==> src/rtl/rgb_mixer_multi_if.sv <==
// Encoder inputs and PWM/readback outputs of the multi-channel RGB mixer.
// The design sits on the slave side; the driver of the encoders is the master.
interface rgb_mixer_multi_if #(
    parameter int NUM_CH = 3,
    parameter int WIDTH  = 8
);
    logic [NUM_CH-1:0]       enc_a;
    logic [NUM_CH-1:0]       enc_b;
    logic [NUM_CH-1:0]       pwm_out;
    logic [NUM_CH*WIDTH-1:0] value_o;
    logic                    period_start;

    modport master (output enc_a, enc_b, input pwm_out, value_o, period_start);
    modport slave  (input enc_a, enc_b, output pwm_out, value_o, period_start);
endinterface

==> src/rtl/rgb_mixer_multi.sv <==
// NUM_CH rotary-encoder duty registers feeding NUM_CH PWM outputs off one shared counter.
// Each lane debounces its encoder on a shared prescaler tick; duty changes land at period boundaries.
module rgb_mixer_lane #(
    parameter int WIDTH      = 8,
    parameter int STEP       = 1,
    parameter int SATURATE   = 1,
    parameter int INIT_VALUE = 0
) (
    input  logic             clk,
    input  logic             reset_n,
    input  logic             tick,
    input  logic             cnt_max,
    input  logic [WIDTH-1:0] cnt,
    input  logic             enc_a,
    input  logic             enc_b,
    output logic             pwm,
    output logic [WIDTH-1:0] value
);
    localparam logic [WIDTH:0]   STEP_W = (WIDTH+1)'(STEP);
    localparam logic [WIDTH-1:0] INIT_W = WIDTH'(INIT_VALUE);
    localparam logic [WIDTH-1:0] MAX_W  = '1;

    logic [1:0]       sync_a, sync_b;
    logic [2:0]       hist_a, hist_b;
    logic             deb_a, deb_b, prev_a, rise;
    logic [WIDTH-1:0] shadow, up_v, dn_v;
    logic [WIDTH:0]   sum, diff;

    // The extra top bit of sum/diff is the overflow/borrow flag used for clamping.
    assign sum  = {1'b0, value} + STEP_W;
    assign diff = {1'b0, value} - STEP_W;
    assign up_v = (SATURATE != 0 && sum[WIDTH])  ? MAX_W : sum[WIDTH-1:0];
    assign dn_v = (SATURATE != 0 && diff[WIDTH]) ? '0    : diff[WIDTH-1:0];
    assign rise = deb_a & ~prev_a;

    always_ff @(posedge clk or negedge reset_n) begin
        if (!reset_n) begin
            sync_a <= '0;
            sync_b <= '0;
            hist_a <= '0;
            hist_b <= '0;
            deb_a  <= 1'b0;
            deb_b  <= 1'b0;
            prev_a <= 1'b0;
            value  <= INIT_W;
            shadow <= INIT_W;
            pwm    <= 1'b0;
        end else begin
            sync_a <= {sync_a[0], enc_a};
            sync_b <= {sync_b[0], enc_b};
            if (tick) begin
                hist_a <= {hist_a[1:0], sync_a[1]};
                hist_b <= {hist_b[1:0], sync_b[1]};
            end
            // Debounced level only moves on a full run of agreeing samples.
            if (hist_a == 3'b111)      deb_a <= 1'b1;
            else if (hist_a == 3'b000) deb_a <= 1'b0;
            if (hist_b == 3'b111)      deb_b <= 1'b1;
            else if (hist_b == 3'b000) deb_b <= 1'b0;
            prev_a <= deb_a;
            if (rise) value <= deb_b ? dn_v : up_v;
            if (cnt_max) shadow <= value;
            pwm <= (cnt < shadow);
        end
    end
endmodule

module rgb_mixer_multi #(
    parameter int NUM_CH     = 3,
    parameter int WIDTH      = 8,
    parameter int STEP       = 1,
    parameter int SATURATE   = 1,
    parameter int DEB_DIV    = 16,
    parameter int INIT_VALUE = 0
) (
    input logic               clk,
    input logic               reset_n,
    rgb_mixer_multi_if.slave  bus
);
    localparam int DW = (DEB_DIV > 1) ? $clog2(DEB_DIV) : 1;

    logic [DW-1:0]                 deb_cnt;
    logic                          tick, cnt_max, period_start;
    logic [WIDTH-1:0]              cnt;
    logic [NUM_CH-1:0][WIDTH-1:0]  vals;
    logic [NUM_CH-1:0]             pwm;

    assign tick    = (deb_cnt == DW'(DEB_DIV - 1));
    assign cnt_max = &cnt;

    always_ff @(posedge clk or negedge reset_n) begin
        if (!reset_n) begin
            deb_cnt      <= '0;
            cnt          <= '0;
            period_start <= 1'b0;
        end else begin
            deb_cnt      <= tick ? '0 : deb_cnt + DW'(1);
            cnt          <= cnt + WIDTH'(1);
            period_start <= cnt_max;
        end
    end

    for (genvar i = 0; i < NUM_CH; i++) begin : g_lane
        rgb_mixer_lane #(
            .WIDTH(WIDTH), .STEP(STEP), .SATURATE(SATURATE), .INIT_VALUE(INIT_VALUE)
        ) u_lane (
            .clk     (clk),
            .reset_n (reset_n),
            .tick    (tick),
            .cnt_max (cnt_max),
            .cnt     (cnt),
            .enc_a   (bus.enc_a[i]),
            .enc_b   (bus.enc_b[i]),
            .pwm     (pwm[i]),
            .value   (vals[i])
        );
    end

    assign bus.value_o      = vals;
    assign bus.pwm_out      = pwm;
    assign bus.period_start = period_start;
endmodule

==> src/flat_wrapper.sv <==
// flat-port wrapper written by rule: the top's interface ports become plain ports
module rgb_mixer_multi_flat 
#(
    parameter int NUM_CH     = 3,
    parameter int WIDTH      = 8,
    parameter int STEP       = 1,
    parameter int SATURATE   = 1,
    parameter int DEB_DIV    = 16,
    parameter int INIT_VALUE = 0
)
  (clk, reset_n, bus_enc_a, bus_enc_b, bus_pwm_out, bus_value_o, bus_period_start);
  rgb_mixer_multi_if #(.NUM_CH(NUM_CH), .WIDTH(WIDTH)) bus_i ();
  input logic clk;
  input logic reset_n;
  input wire logic [$bits(bus_i.enc_a)-1:0] bus_enc_a;
  input wire logic [$bits(bus_i.enc_b)-1:0] bus_enc_b;
  output wire logic [$bits(bus_i.pwm_out)-1:0] bus_pwm_out;
  output wire logic [$bits(bus_i.value_o)-1:0] bus_value_o;
  output wire logic [$bits(bus_i.period_start)-1:0] bus_period_start;
  assign bus_i.enc_a = bus_enc_a;
  assign bus_i.enc_b = bus_enc_b;
  assign bus_pwm_out = bus_i.pwm_out;
  assign bus_value_o = bus_i.value_o;
  assign bus_period_start = bus_i.period_start;
  rgb_mixer_multi #(.NUM_CH(NUM_CH), .WIDTH(WIDTH), .STEP(STEP), .SATURATE(SATURATE), .DEB_DIV(DEB_DIV), .INIT_VALUE(INIT_VALUE)) u_core (.clk(clk), .reset_n(reset_n), .bus(bus_i));
endmodule
==> config.mk <==
export PLATFORM = sky130hd
export DESIGN_NAME = rgb_mixer_multi_flat
export DESIGN_NICKNAME = d
export VERILOG_FILES = /design/src/rtl/rgb_mixer_multi_if.sv /design/src/rtl/rgb_mixer_multi.sv /design/src/flat_wrapper.sv
export SDC_FILE = /design/constraint.sdc
export NUM_CORES = 1
export LEC_CHECK = 0
export BUFFER_PORTS_ARGS = -buffer_cell sky130_fd_sc_hd__buf_2
export CAP_MARGIN = 20
export CORE_UTILIZATION = 41
export CTS_CLUSTER_SIZE = 28
export DETAILED_ROUTE_END_ITERATION = 10
export SYNTH_ARGS = -nofsm -noshare
export SYNTH_HDL_FRONTEND = slang
export SYNTH_SLANG_ARGS = --single-unit
export TNS_END_PERCENT = 10
==> constraint.sdc <==
create_clock -name clk -period 4.65 [get_ports clk]
set_input_delay 0.2325 -clock clk [delete_from_list [all_inputs] [get_ports clk]]
set_output_delay 0.2325 -clock clk [all_outputs]
set_load 0.01 [all_outputs]
After elaboration in Yosys (flattened, before gate mapping):

Index checks and enable logic that the tools add are counted.

* bitwise logic cells: 6
* add/sub/neg operators: 8
* reduce and logical (&&, ||, !) cells: 13
* mux-type cells: 22
* equality and inequality tests: 7
* shifts and indexed selects: 0
* multiply operators: 0
* divide/modulo/power cells: 0
* $lt $le $gt $ge: 3

Operators with widths (count)
* 8-bit two-way mux: 9
* 8-bit by 1-bit adder with 9-bit output (second input constant): 3
* 8-bit by 1-bit subtractor with 9-bit output (second input constant): 3
* 8-bit < comparator: 3
* 3-bit equality test (second input constant): 6
* 3-bit zero test: 6
* 1-bit two-way mux: 12
* 2-bit nonzero test: 6
* 8-bit by 1-bit adder with 8-bit output (second input constant): 1
* 8-bit AND reduction: 1
* 4-bit by 1-bit adder with 4-bit output (second input constant): 1
* 4-bit equality test (second input constant): 1
* 4-bit two-way mux: 1
* 1-bit AND: 3
* 1-bit inverter: 3

* bits in writable memories: 0
* output and inout bits: 28
* register bits: 103
* latch bits: 0
* logic and storage cells: 92
* memory bits (read-only): 0
* memories: 0

Depth between registers and ports, before layout:

Gate-level depths: netlist of the first run.

* depth in word-level cells: 3
* depth in mapped cells: 7

Hierarchy:

Synthesis of the first run repeated with hierarchy kept, for this count alone.

* cells, all modules: 539
* area, all modules: 5461.5 µm²

By module, submodules not included
* rgb_mixer_lane: instances 3, area an instance 1650.3 µm², cells each 167
* rgb_mixer_multi: instances 1, area an instance 510.5 µm², cells each 38

Worst setup path after synthesis of the first run:

Ideal clock, no wire load.

* path type: register to register
* from: register u_core.g_lane[1].u_lane.value[0]
* to: register u_core.g_lane[1].u_lane.value[5]
* cell stages (with the launch flop): 7
* arrival: 1.976 ns
* path slack: 2.547 ns
* data required time: 4.524 ns
* library setup time: 0.126 ns
* path through: dfrtp_1 inv_1 ha_1 or4b_1 o41ai_2 nor3_1 a311o_1

* word-level cells in the longest chain between the ends: 3

RTL lines
* start, declared: RTL line rgb_mixer_multi.sv:17 `output logic [WIDTH-1:0] value`
* start signal, assigned: RTL line rgb_mixer_multi.sv:61 `if (rise) value <= deb_b ? dn_v : up_v;`
* 8-bit by 1-bit adder with 9-bit output or 8-bit by 1-bit subtractor with 9-bit output (tied branches): RTL line rgb_mixer_multi.sv:30, rgb_mixer_multi.sv:31
* 8-bit two-way mux (on tied branches): RTL line rgb_mixer_multi.sv:32, rgb_mixer_multi.sv:33
* 8-bit two-way mux (*): RTL line rgb_mixer_multi.sv:61

Mark *: on every way between the ends. The rest lies on a longest branch, timed or not.
A chain may end at the register's enable or synchronous reset.

Final worst setup path of the first run:

Same ends and word-level chain as after synthesis.

==> results of run 1 <==
==> worst paths after layout <==
kind | start | to | slack (ns) | cells after the start
min | u_core.g_lane[0].u_lane.sync_a[0] | u_core.g_lane[0].u_lane.sync_a[1] | 0.35 | 0
min reg2reg | u_core.g_lane[0].u_lane.sync_a[0] | u_core.g_lane[0].u_lane.sync_a[1] | 0.35 | 0
max in group asynchronous | reset_n | u_core.g_lane[1].u_lane.shadow[6] | 3.10 | 3
min in group asynchronous | reset_n | u_core.g_lane[2].u_lane.sync_a[0] | 0.49 | 2
max | u_core.g_lane[1].u_lane.value[0] | u_core.g_lane[1].u_lane.value[5] | 2.33 | 6
max reg2reg | u_core.g_lane[1].u_lane.value[0] | u_core.g_lane[1].u_lane.value[5] | 2.33 | 6
==> state kept, by name, summed over array words and instances, names as in the netlist <==
register	flops
u_core.bus.period_start	1
u_core.cnt	8
u_core.deb_cnt	4
u_core.g_lane.u_lane.deb_a	3
u_core.g_lane.u_lane.deb_b	3
u_core.g_lane.u_lane.hist_a	9
u_core.g_lane.u_lane.hist_b	9
u_core.g_lane.u_lane.prev_a	3
u_core.g_lane.u_lane.pwm	3
u_core.g_lane.u_lane.shadow	24
u_core.g_lane.u_lane.sync_a	6
u_core.g_lane.u_lane.sync_b	6
u_core.g_lane.u_lane.value	24
==> per-stage QoR <==
step	power, W	instances	hold slack, ns	instance area [um2]
after floorplan	0.000965	526	-0.0631	5380
final	0.00174	724	0.348	6000
after global placement	0.000992	701	0.333	5630
after CTS	0.00177	724	0.352	6000
after global routing	0.00181	724	0.354	6000
after detailed placement	0.000995	701	0.336	5630
==> cells in the mapped netlist (4+ instances only) <==
master	count
nor4_1	4
o31ai_1	6
nor2_1	20
and3_1	6
mux2_2	29
o21ai_0	37
or3_1	5
a21oi_1	28
dfrtp_1	103
nand2b_1	9
nand4_1	5
nand2_1	22
a211oi_1	5
clkbuf_1	26
xor2_1	5
o211ai_1	6
a31oi_1	7
ha_1	29
inv_1	44
xnor2_1	4
o22ai_1	5
nor3_1	16
nand3_1	20
nor2b_1	4
mux2i_1	13
a21o_1	10
==> metal layers <==
layer  share of wire, %  vias to the layer above
met4                1.5                        0
met5                  0                        -
li1                   -                     1938
met1                 50                     1938
met3                3.1                       12
met2                 46                       73
==> final cells by class <==
class | count | area share (%)
clock buffers | 11 | 4.05
inverters | 45 | 2.82
flip-flops and latches | 103 | 43.0
clock inverters | 5 | 0.939
multi-input cells | 344 | 41.2
repair buffers | 44 | 4.38
well taps | 172 | 3.59
==> cells by family after synthesis <==
group / count (synthesis)
fa+ha+maj: 29
flops: 103
simple gates: 130
mux: 42
xor+xnor: 9
buf+inv: 79
compound gates: 134
==> critical path, delay by kind of cell, from the launching register on <==
kind,cells,cell delay (ns)
compound gates,2,0.80
fa+ha+maj,1,0.19
buf+inv,1,0.09
flops,1,0.48
simple gates,2,0.65
==> power by group <==
group	switching (W)	total (W)	leakage [nW]	internal, W
Sequential	0.0000119	0.000923	1.35	0.000911
Clock	0.000331	0.000763	0.146	0.000432
Combinational	0.0000354	0.0000566	1.23	0.0000212
Total	0.000378	0.00174	2.73	0.00136
==> results.py, run 1 <==
metrics = {
    "sta": {
        "max-slew-margin-rel_pct": 34.5,
        "setup_ws_ns": 2.33,
        "fmax_mhz": 431,
        "tightest_slew_ns": 0.980,
        "tns_ns": 0,
        "hold_viol": 0,
        "setup_viol": 0,
        "period_share_pct": 49.9,
        "finClkSkew_ns": 0.00557,
        "fin_crit_ns": 2.32,
        "rsz0062_at_grt": "no",
        "drv_slew": 0,
    },
    "clock_tree": {
        "tritoncts": "yes",
        "cts_buffers": 9,
        "cts_num_sinks": 103,
        "cts_max_path_buffers": 2,
        "clk_pin_slew_ns": 0.07,
        "clkLatencyLatePin_ns": 0.35,
        "cts_setup_buffers": 0,
        "post_cts_resize_count": 0,
        "cts_root_buffer": "clkbuf_16",
        "h-tree-depth": 3,
        "ctsHoldBuffers": 7,
    },
    "die": {
        "start_util_pct": 42.3,
        "die_x_um": 117,
        "ios": 36,
        "std_cell_rows": 41,
        "core_area_um2": 12700,
        "die_area_um2": 13600,
        "dieHeight_um": 117,
    },
    "cells_and_area": {
        "diodes": 0,
        "regArea_um2": 2580,
        "synthToLayoutAreaGrowth_pct": 11.5,
        "mostFrequentLayoutCell": "dfrtp_1",
        "nNetsFinal": 584,
        "fillers": 1239,
        "multiInputGateArea_um2": 2470,
        "drive_gt1_share_pct": 15.8,
        "final_cell_mix": "dfrtp_1 (103), inv_1 (44), o21ai_0 (37), buf_2 (34)",
        "fin_util_pct": 47.1,
    },
    "critical_path": {
        "critPathMaxFanout": 9,
        "cp_slowest_cell": "or4b_1",
        "start_kind": "register",
        "criticalPathCategory": "reg2reg",
        "worstPathCellList": "inv_1 -> ha_1 -> or4b_1 -> o41ai_2 -> nor3_1 -> a311o_1",
        "max_stage_delay_ns": 0.55,
        "required_ns": 4.88,
        "worst_setup_path_end_kind": "register",
        "cp.arrival_ns": 2.55,
    },
    "min_path": {
        "hold_path_class": "reg2reg",
    },
    "grt": {
        "met3_usage_pct": 2.70,
        "grt_overflow_total": 0,
        "antenna_found_initial": 0,
        "first_global_vias": 3717,
        "use_met2_pct": 26.2,
        "grt_pass1_wl_um": 17900,
        "grt.busiest_layer": "met2",
        "grt_usage_pct": 16.8,
        "grt_max_degree": 59,
        "grt_use_met1_pct": 23.3,
    },
    "synth": {
        "async_flop_share_pct": 100,
        "syn-num-nets": 563,
        "synthSimpleGateAreaFrac_pct": 12.9,
        "yosysWarnings": 0,
        "synth.avg_cell_area_um2": 10.2,
        "synth_top_area_share_pct": 48.0,
        "ys_seq_area_share_pct": 48.0,
        "synth_ff_type": "dfrtp_1",
        "synth-edff-count": 0,
        "synth_top_family_by_area": "compound AO/OA/AOI/OAI gates",
        "synth.ff_latch_count": 103,
        "synth_compound_area_share_pct": 16.3,
        "synth_area_leaders": "dfrtp_1 (48%), ha_1 (6.8%), mux2_2 (6.1%)",
        "synth_mux_area_share_pct": 8.50,
        "synth_area_leader_cell": "dfrtp_1",
        "synth_xor_area_share_pct": 1.47,
        "syn-cell-area_um2": 5380,
        "synth.distinct_cells": 64,
        "synth_cells": 526,
        "yosys.area_share.adder_pct": 6.75,
    },
    "power_and_ir_drop": {
        "ir_drop_v": 0.000187,
        "p_leak_nw": 2.73,
        "power.density_nw_per_um2": 291,
    },
    "detailed_routing": {
        "first_iter_violations": 222,
        "ant_nets": 0,
        "wirelength_um": 10500,
        "drtPass1Iterations": 4,
        "vias": 3961,
        "vias_per_cell": 5.47,
        "post-route-drc-count": 0,
        "wl_per_cell_um": 14.5,
    },
    "run": {
        "drv_cap": 0,
    },
    "placed_design": {
        "dpl.hpwl_um": 7130,
        "port_buffers": 35,
        "gp_congestion": 0.841,
        "place_ws_ns": 2.36,
    },
    "run_status": {
        "run_status": "finished clean",
    },
}
Note: power is estimated with default switching activity, not from simulation.
==> run 2, diff against run 1 <==
==> constraint.sdc (replaced) <==
create_clock -name clk -period 2 [get_ports clk]
set_input_delay 0.1 -clock clk [delete_from_list [all_inputs] [get_ports clk]]
set_output_delay 0.1 -clock clk [all_outputs]
set_load 0.01 [all_outputs]
==> run 2 against run 1 <==
Net effect:
- register-to-register slack worse by 2.2 ns
- first-iteration DRC count is 24% lower
- final area is 4.8% higher
- routed wire length is 4.1% higher
- via count is 3.4% higher
- clock-buffer cell count stayed put
- combinational power grew to 2.5 times the previous value
- critical path type unchanged
- critical endpoint unchanged
==> results.py, run 2 (same netlist as run 1, synthesis figures left out) <==
metrics = {
    "run_status": {
        "run_status": "finished clean",
    },
    "sta": {
        "tightest_slew_ns": 0.666,
        "period_share_pct": 93.0,
        "drv_slew": 0,
        "setup_ws_ns": 0.139,
        "fmax_mhz": 537,
        "hold_viol": 0,
        "tns_ns": 0,
        "hold_ws_ns": 0.319,
        "fin_crit_ns": 1.86,
        "rsz0062_at_grt": "no",
        "setup_viol": 0,
        "finClkSkew_ns": 0.00581,
        "max-slew-margin-rel_pct": 55.2,
    },
    "die": {
        "start_util_pct": 42.3,
        "core_area_um2": 12700,
        "dieHeight_um": 117,
        "ios": 36,
        "die_area_um2": 13600,
        "die_x_um": 117,
        "std_cell_rows": 41,
    },
    "critical_path": {
        "critPathTopFamily": "simple AND/OR/NAND/NOR gates",
        "worst_setup_path_end_kind": "register",
        "cp_slowest_cell": "or4b_4",
        "path_buf_inv": 1,
        "cp.arrival_ns": 2.09,
        "reg2reg_slack_ns": 0.14,
        "required_ns": 2.23,
        "worstPathCellList": "inv_2 -> ha_4 -> or4b_4 -> o41ai_4 -> nor3_1 -> a311o_1",
        "start_kind": "register",
        "r2r_end": "u_core.g_lane[1].u_lane.value[5]",
        "timing.rr.start": "u_core.g_lane[1].u_lane.value[1]",
        "criticalPathCategory": "reg2reg",
        "max_stage_delay_ns": 0.51,
        "r2r_cells": 6,
        "critPathMaxFanout": 5,
    },
    "detailed_routing": {
        "wirelength_um": 10900,
        "vias": 4096,
        "vias_per_cell": 5.43,
        "drtPass1Iterations": 5,
        "wl_per_cell_um": 14.5,
        "ant_nets": 0,
        "post-route-drc-count": 0,
        "first_iter_violations": 169,
    },
    "cells_and_area": {
        "mostFrequentLayoutCell": "dfrtp_1",
        "synthToLayoutAreaGrowth_pct": 16.9,
        "nNetsFinal": 614,
        "drive_gt1_share_pct": 21.5,
        "diodes": 0,
        "finalInstanceArea_um2": 6280,
        "stdcell_count": 754,
        "fillers": 1220,
        "final_cell_mix": "dfrtp_1 (101), inv_1 (42), o21ai_0 (37), buf_2 (34), buf_4 (32)",
        "reg.largest.list": "u_core.g_lane.u_lane.shadow: 24 flops, u_core.g_lane.u_lane.value: 24 flops",
    },
    "placed_design": {
        "dpl.hpwl_um": 7560,
        "placed_cell_area_um2": 5890,
        "port_buffers": 35,
        "gp_congestion": 0.872,
        "place_ws_ns": 0.0412,
        "dp_cells": 731,
    },
    "grt": {
        "grt_overflow_total": 0,
        "grt_max_degree": 50,
        "grt_pass1_wl_um": 19000,
        "first_global_vias": 3939,
        "grt_usage_pct": 17.9,
        "antenna_found_initial": 0,
    },
    "clock_tree": {
        "cts_root_buffer": "clkbuf_16",
        "tritoncts": "yes",
        "h-tree-depth": 3,
        "cts_max_path_buffers": 2,
        "clk_pin_slew_ns": 0.07,
        "cts_num_sinks": 103,
        "cts_buffers": 9,
        "clkLatencyLatePin_ns": 0.35,
    },
    "run": {
        "drv_cap": 0,
    },
    "power_and_ir_drop": {
        "power.density_nw_per_um2": 657,
        "p_leak_nw": 2.90,
        "ir_drop_v": 0.000604,
    },
    "min_path": {
        "hold_path_class": "in2async",
    },
}
==> run 2: changes by cell type in the layout (fill, tap and decap cells not counted), sizes merged <==
cell,delta
inv,+1
clkinvlp,-1
buf,+30
==> run 2: final cells by class <==
| cell class | count | area [um2] | area share (%) |
|---|---|---|---|
| clock buffers | 11 | 253 | 4.02 |
| clock inverters | 5 | 61.3 | 0.976 |
| inverters | 45 | 169 | 2.69 |
| multi-input cells | 344 | 2510 | 39.9 |
| flip-flops and latches | 103 | 2580 | 41.1 |
| well taps | 172 | 215 | 3.42 |
| repair buffers | 74 | 500 | 7.96 |
==> run 2: repair_timing <==
item                       4_1_cts  5_1_grt
setup endpoints to repair        0        5
setup buffers                    0        0
hold buffers                     7        0
gates resized for setup          0        1
hold endpoints to repair        53        0
==> run 2: metrics by stage <==
stage | utilization (%) | total power, W
2_1_floorplan | - | 0.00224
3_3_place_gp | 46.3 | 0.00232
3_5_place_dp | 46.3 | 0.00232
4_1_cts | 49.4 | 0.00419
5_1_grt | 49.4 | 0.00429
6_report | 49.4 | 0.00413
==> run 2: power by group <==
part	internal, W	switching (W)	leakage, nW
clock	0.00105	0.000792	0.157
sequential	0.00212	0.0000273	1.35
combinational	0.0000584	0.0000860	1.39
==> run 2: metal layers <==
layer / vias to the layer above / share of wire (%) / global-route usage (%)
met2: 92 / 47 / 28.1
met3: 8 / 4.9 / 4.15
met5: - / 0 / 0
met4: 0 / 0.85 / 5.21
met1: 2000 / 47 / 24.6
li1: 1996 / - / -
==> run 2: worst reg2reg max path: stages (launching register included) <==
cell	delay (ns)
dfrtp_2	0.41
inv_2	0.08
ha_4	0.15
or4b_4	0.51
o41ai_4	0.25
nor3_1	0.08
a311o_1	0.27
==> run 2: worst max path at each step <==
stage                                          start                               end  slack (ns)  depth (start not counted)
floorplan           u_core.g_lane[1].u_lane.value[1]  u_core.g_lane[1].u_lane.value[5]      -0.008                          6
global placement    u_core.g_lane[1].u_lane.value[1]  u_core.g_lane[1].u_lane.value[5]        0.07                          6
detailed placement  u_core.g_lane[1].u_lane.value[1]  u_core.g_lane[1].u_lane.value[5]        0.04                          6
CTS                 u_core.g_lane[1].u_lane.value[1]  u_core.g_lane[1].u_lane.value[5]        0.03                          6
global route        u_core.g_lane[0].u_lane.value[0]  u_core.g_lane[0].u_lane.value[3]       0.007                          5
finish              u_core.g_lane[1].u_lane.value[1]  u_core.g_lane[1].u_lane.value[5]        0.14                          6
